$ cat src/rtl/game_sequencer.sv
// game_sequencer: play controller for the meteor field.
// Owns the IDLE/RUN/PAUSE/OVER state, generates the game_enable tick whose
// period shrinks with the difficulty level, scores dodged meteors and
// handles hits. clear_meteors re-arms the meteor field.
// Optional feature: define GAME_SEQUENCER_LIVES_EN to enable multiple lives
// (otherwise every hit ends the game and lives_o stays 0).
module game_sequencer #(
    parameter int unsigned TICK_DIV_BASE = 833333,
    parameter int unsigned TICK_DIV_STEP = 83333,
    parameter int unsigned LEVEL_UP      = 10,
    parameter int unsigned MAX_LEVEL     = 7,
    parameter int unsigned START_LIVES   = 3
) (
    input  logic        clk_i,
    input  logic        reset_i,
    input  logic        start_btn_i,
    input  logic        pause_btn_i,
    input  logic        hit_i,
    input  logic        meteor_passed_i,
    output logic        game_enable_o,
    output logic        clear_meteors_o,
    output logic [1:0]  state_o,
    output logic [15:0] score_o,
    output logic [2:0]  level_o,
    output logic [1:0]  lives_o
);

    typedef enum logic [1:0] {
        StIdle  = 2'd0,
        StRun   = 2'd1,
        StPause = 2'd2,
        StOver  = 2'd3
    } state_e;

    localparam logic [19:0] BaseW     = 20'(TICK_DIV_BASE);
    localparam logic [19:0] StepW     = 20'(TICK_DIV_STEP);
    localparam logic [7:0]  LevelUpW  = 8'(LEVEL_UP);
    localparam logic [2:0]  MaxLevelW = 3'(MAX_LEVEL);
`ifdef GAME_SEQUENCER_LIVES_EN
    localparam logic [1:0]  StartLivesW = 2'(START_LIVES);
`else
    localparam logic [1:0]  StartLivesW = 2'd0;
    logic unused_start_lives;
    assign unused_start_lives = ^START_LIVES;
`endif

    state_e      state_q, state_d;
    logic        start_q, pause_q;
    logic [19:0] tick_cnt_q, tick_cnt_d;
    logic [7:0]  pass_cnt_q, pass_cnt_d;
    logic [15:0] score_q, score_d;
    logic [2:0]  level_q, level_d;
    logic [1:0]  lives_q, lives_d;
    logic        game_enable_q, game_enable_d;
    logic        clear_q, clear_d;

    logic        start_edge, pause_edge;
    logic [19:0] period_m1;
    logic        tick_due;

    // Rising-edge detection on the level buttons.
    always_comb begin
        start_edge = start_btn_i & ~start_q;
        pause_edge = pause_btn_i & ~pause_q;
    end

    // Terminal count follows the current level; >= lets a level-up that
    // shortens the period below the running count fire right away.
    always_comb begin
        period_m1 = BaseW - (StepW * {17'd0, level_q}) - 20'd1;
        tick_due  = (tick_cnt_q >= period_m1);
    end

    // Next-state and datapath updates for the play controller.
    always_comb begin
        state_d       = state_q;
        tick_cnt_d    = tick_cnt_q;
        pass_cnt_d    = pass_cnt_q;
        score_d       = score_q;
        level_d       = level_q;
        lives_d       = lives_q;
        game_enable_d = 1'b0;
        clear_d       = 1'b0;

        unique case (state_q)
            StIdle: begin
                if (start_edge) begin
                    state_d    = StRun;
                    score_d    = 16'd0;
                    level_d    = 3'd0;
                    pass_cnt_d = 8'd0;
                    tick_cnt_d = 20'd0;
                    lives_d    = StartLivesW;
                    clear_d    = 1'b1;
                end
            end

            StRun: begin
                if (tick_due) begin
                    tick_cnt_d    = 20'd0;
                    game_enable_d = 1'b1;
                end else begin
                    tick_cnt_d = tick_cnt_q + 20'd1;
                end

                if (meteor_passed_i) begin
                    if (score_q != 16'hFFFF) begin
                        score_d = score_q + 16'd1;
                    end
                    if ((pass_cnt_q + 8'd1) == LevelUpW) begin
                        pass_cnt_d = 8'd0;
                        if (level_q < MaxLevelW) begin
                            level_d = level_q + 3'd1;
                        end
                    end else begin
                        pass_cnt_d = pass_cnt_q + 8'd1;
                    end
                end

                // A hit takes priority over a pause edge in the same cycle.
                if (hit_i) begin
                    game_enable_d = 1'b0;
`ifdef GAME_SEQUENCER_LIVES_EN
                    if (lives_q > 2'd1) begin
                        lives_d    = lives_q - 2'd1;
                        clear_d    = 1'b1;
                        tick_cnt_d = 20'd0;
                    end else begin
                        lives_d = 2'd0;
                        state_d = StOver;
                    end
`else
                    state_d = StOver;
`endif
                end else if (pause_edge) begin
                    state_d       = StPause;
                    tick_cnt_d    = tick_cnt_q;
                    game_enable_d = 1'b0;
                end
            end

            StPause: begin
                if (pause_edge) begin
                    state_d = StRun;
                end
            end

            StOver: begin
                if (start_edge) begin
                    state_d = StIdle;
                end
            end

            default: begin
                state_d = StIdle;
            end
        endcase
    end

    // State and output registers with synchronous reset.
    always_ff @(posedge clk_i) begin
        if (reset_i) begin
            state_q       <= StIdle;
            start_q       <= 1'b0;
            pause_q       <= 1'b0;
            tick_cnt_q    <= 20'd0;
            pass_cnt_q    <= 8'd0;
            score_q       <= 16'd0;
            level_q       <= 3'd0;
            lives_q       <= StartLivesW;
            game_enable_q <= 1'b0;
            clear_q       <= 1'b0;
        end else begin
            state_q       <= state_d;
            start_q       <= start_btn_i;
            pause_q       <= pause_btn_i;
            tick_cnt_q    <= tick_cnt_d;
            pass_cnt_q    <= pass_cnt_d;
            score_q       <= score_d;
            level_q       <= level_d;
            lives_q       <= lives_d;
            game_enable_q <= game_enable_d;
            clear_q       <= clear_d;
        end
    end

    assign game_enable_o   = game_enable_q;
    assign clear_meteors_o = clear_q;
    assign state_o         = state_q;
    assign score_o         = score_q;
    assign level_o         = level_q;
    assign lives_o         = lives_q;

endmodule

$ cat config.mk
export PLATFORM = sky130hd
export DESIGN_NAME = game_sequencer
export DESIGN_NICKNAME = d
export VERILOG_FILES = /design/src/rtl/game_sequencer.sv
export SDC_FILE = /design/constraint.sdc
export NUM_CORES = 1
export LEC_CHECK = 0
export CAP_MARGIN = 10
export CELL_PAD_IN_SITES_DETAIL_PLACEMENT = 0
export CELL_PAD_IN_SITES_GLOBAL_PLACEMENT = 1
export CORE_MARGIN = 8
export CORE_UTILIZATION = 33
export DETAILED_ROUTE_END_ITERATION = 7
export PLACE_DENSITY = 0.72
export SETUP_SLACK_MARGIN = 0.5
export SYNTH_ARGS = -nofsm -noshare
export SYNTH_HDL_FRONTEND = slang
export SYNTH_SLANG_ARGS = --single-unit
$ cat constraint.sdc
create_clock -name clk_i -period 11 [get_ports clk_i]
set_clock_uncertainty 0.2 [all_clocks]
set_input_delay 1.65 -clock clk_i [delete_from_list [all_inputs] [get_ports clk_i]]
set_output_delay 1.65 -clock clk_i [all_outputs]
set_load 0.01 [all_outputs]
==> results.toml <==
[run_status]
run_status = "finished, final reports clean"

[synthesis]
synthTopCellsByArea = "dfxtp_1 30%, ha_1 15%, nor2_1 6.6%"
synth_top_area_cell = "dfxtp_1"
yosysWarningCount = 0
synth.cell_area_sq_mm = 0.00349
synth_area_per_cell_sq_um = 8.35
yosysMostFrequentCell = "nor2_1"
synthDistinctLibCells = 55
seq_area_frac_synth_pct = 30.4
ys_async_sr_fraction_pct = 0
synth-edff-count = 0
synth_cells = 418
ys_ff_latch = 53
synthFlopType = "dfxtp_1"
ys_top_cells_by_count = "61 x nor2_1, 53 x dfxtp_1, 43 x ha_1"
synth.top_cell.area_share_pct = 30.4

[global_routing]
grt_pass1_vias = 2656
track_usage_pct = 11.2
overflow = 0
grt_max_degree = 21
antenna_found_initial = 0
grt_first_pass_wirelength_mm = 13.4

[clock_network]
cts_root_buf = "clkbuf_8"
cts_resized = 0
cts-buffers-inserted = 5
clk_pin_slew_ps = 100
htree_num_levels = 2
hold_buffers = 0
cts_buffer_depth = 2
postCtsSetupRepairBufs = 0
clock_latency_ps = 300
cts_sinks = 53
cts_tree = "yes"

[die]
initial_core_util_pct = 33.8
fp-row-count = 37
die_h_um = 119
core_area_sq_mm = 0.0103
die_w_um = 119
io_pins = 31
dieArea_sq_mm = 0.0141

[placed_design]
hpwl_mm = 6.04
port_buffers = 28
finalWeightedCongestion = 0.784

[setup_path]
cp_max_fo = 20
timing.rr.start = "level_o[1]$_SDFFE_PP0P_"
critical_path_arrival_ps = 4510
reg2regPathDepth = 14
start_kind = "register"
r2r-end = "tick_cnt_q[7]$_SDFFE_PP0P_"
critical_path.endpoint_type = "register"
crit_required_ps = 10970
critPathKind = "reg2reg"
ff2ff_setup_slack_ps = 6470

[route]
totalWireLength_mm = 8.03
drc_errors = 0
detailroute.via_count = 2897
viasPerCell = 5.01
drtIter0Drc = 114
antenna_left = 0
firstDrtPassIters = 4
drt-wirelength-per-cell_um = 13.9

[pwr]
power_density_mw_per_mm2 = 87.8
finalPower_mw = 0.348
ir_drop_mv = 0.0503
p_leak_nw = 1.44

[sta]
clock.fmax_mhz = 221
hold_viol = 0
setup_viol = 0
tightestPinTransition_ps = 785
rsz0062_at_grt = "false"
fin_setup_tns_ps = 0
period_share_pct = 41.2
slew_headroom_pct = 47.4
fin_crit_ps = 4530
maxSlewViolCount = 0

[finish]
post-route-util_pct = 38.4
diodes = 0
synthToLayoutAreaGrowth_pct = 13.6
drive_gt1_share_pct = 3.85
fin_nets = 492

[min_path]
hold_end = "score_o[1]$_SDFFE_PP0P_"
min_from = "score_o[1]$_SDFFE_PP0P_"
hold_path.class = "reg2reg"
worstHoldPathCells = 2

[job]
max_cap_violations = 0
==> routing by layer <==
layer / wire length (um) / track usage [%] / up-vias
met1: 4090 / 15.3 / 1353
met4: 96 / 3.56 / 0
met3: 218 / 2.08 / 5
met5: 0 / 0 / -
li1: - / - / 1504
met2: 3620 / 17.6 / 35
==> area by class of cell <==
cell class	instances	area, sq um
clock buffers	7	76.3
clock inverters	1	7.51
fillers	1054	6360
inverters	21	78.8
multi-input cells	331	2280
flip-flops and latches	53	1060
well taps	136	170
repair buffers	29	288
==> worst max-delay path, cell delays in order (launching register included) <==
cell	delay (ps)
dfxtp_1	640
inv_1	360
ha_1	510
inv_1	70
ha_1	360
a21oi_1	170
o221ai_1	150
xor2_1	200
ha_1	310
nand4_1	110
nor3_1	260
o21ai_0	140
o2111ai_1	140
o22a_1	670
nor2_1	120
==> layout by cell type, fill, tap and decap left out, types with 2 or more instances in the layout <==
cell,count
o21a_1,3
o31ai_1,2
o21ai_0,16
and3_1,5
a21oi_1,23
nand2b_1,2
ha_1,43
clkbuf_8,5
a311oi_1,3
and2_1,3
nor4_2,2
and4_1,4
nor2_1,61
nand2_1,28
xor2_1,20
or3_1,5
inv_1,20
nand4_1,19
fa_1,2
nand4b_1,2
a211oi_1,3
a31oi_1,2
clkbuf_1,2
nor2b_1,7
nand3_1,17
o31a_1,2
conb_1,2
nor4_1,2
xnor2_1,21
nor3_1,11
nor3b_1,2
clkdlybuf4s50_1,28
dfxtp_1,53
==> registers in the layout, indices dropped and copies added, names as in the netlist <==
register and cells:
start_q 1, state_o 2, pass_cnt_q 8, score_o 16
game_enable_o 1, clear_meteors_o 1, tick_cnt_q 20, pause_q 1
level_o 3
==> per-stage QoR <==
stage	std cells	cell area [sq um]	hold WS (ps)	setup WS, ps
final	578	3970	293	6470
after global placement	570	3880	272	6520
after floorplan	419	3500	259	7370
after detailed placement	570	3880	288	6410
after CTS	578	3970	302	6390
after global routing	578	3970	329	6040
==> how the worst max path moves through the flow <==
stage	start	end	slack [ps]	cells past startpoint
finish	level_o[1]$_SDFFE_PP0P_	tick_cnt_q[7]$_SDFFE_PP0P_	6470	14
global route	level_o[1]$_SDFFE_PP0P_	tick_cnt_q[2]$_SDFFE_PP0P_	6040	14
CTS	level_o[1]$_SDFFE_PP0P_	tick_cnt_q[7]$_SDFFE_PP0P_	6390	14
detailed placement	level_o[1]$_SDFFE_PP0P_	tick_cnt_q[7]$_SDFFE_PP0P_	6410	14
global placement	level_o[1]$_SDFFE_PP0P_	tick_cnt_q[6]$_SDFFE_PP0P_	6520	14
floorplan	level_o[1]$_SDFFE_PP0P_	tick_cnt_q[0]$_SDFFE_PP0P_	7370	15
==> cell families (layout without fill, tap and decap cells) <==
| kind of cell | after synthesis | in the layout | synth area share [%] |
|---|---|---|---|
| fa+ha+maj | 45 | 45 | 16.6 |
| buf+inv | 35 | 58 | 4.30 |
| xor+xnor | 41 | 41 | 10.3 |
| simple gates | 174 | 174 | 25.0 |
| compound gates | 68 | 68 | 13.0 |
| flops | 53 | 53 | 30.4 |
| other cells | 1 | 2 | 0.107 |
| mux | 1 | 1 | 0.287 |
==> report_power, final <==
| group | leakage, nW | switching (mW) | total [mW] | internal, mW |
|---|---|---|---|---|
| clock network | 0.0385 | 0.0650 | 0.110 | 0.0453 |
| logic | 0.978 | 0.0242 | 0.0388 | 0.0146 |
| registers | 0.428 | 0.00434 | 0.199 | 0.195 |
Power figures use the tool's default switching activity.
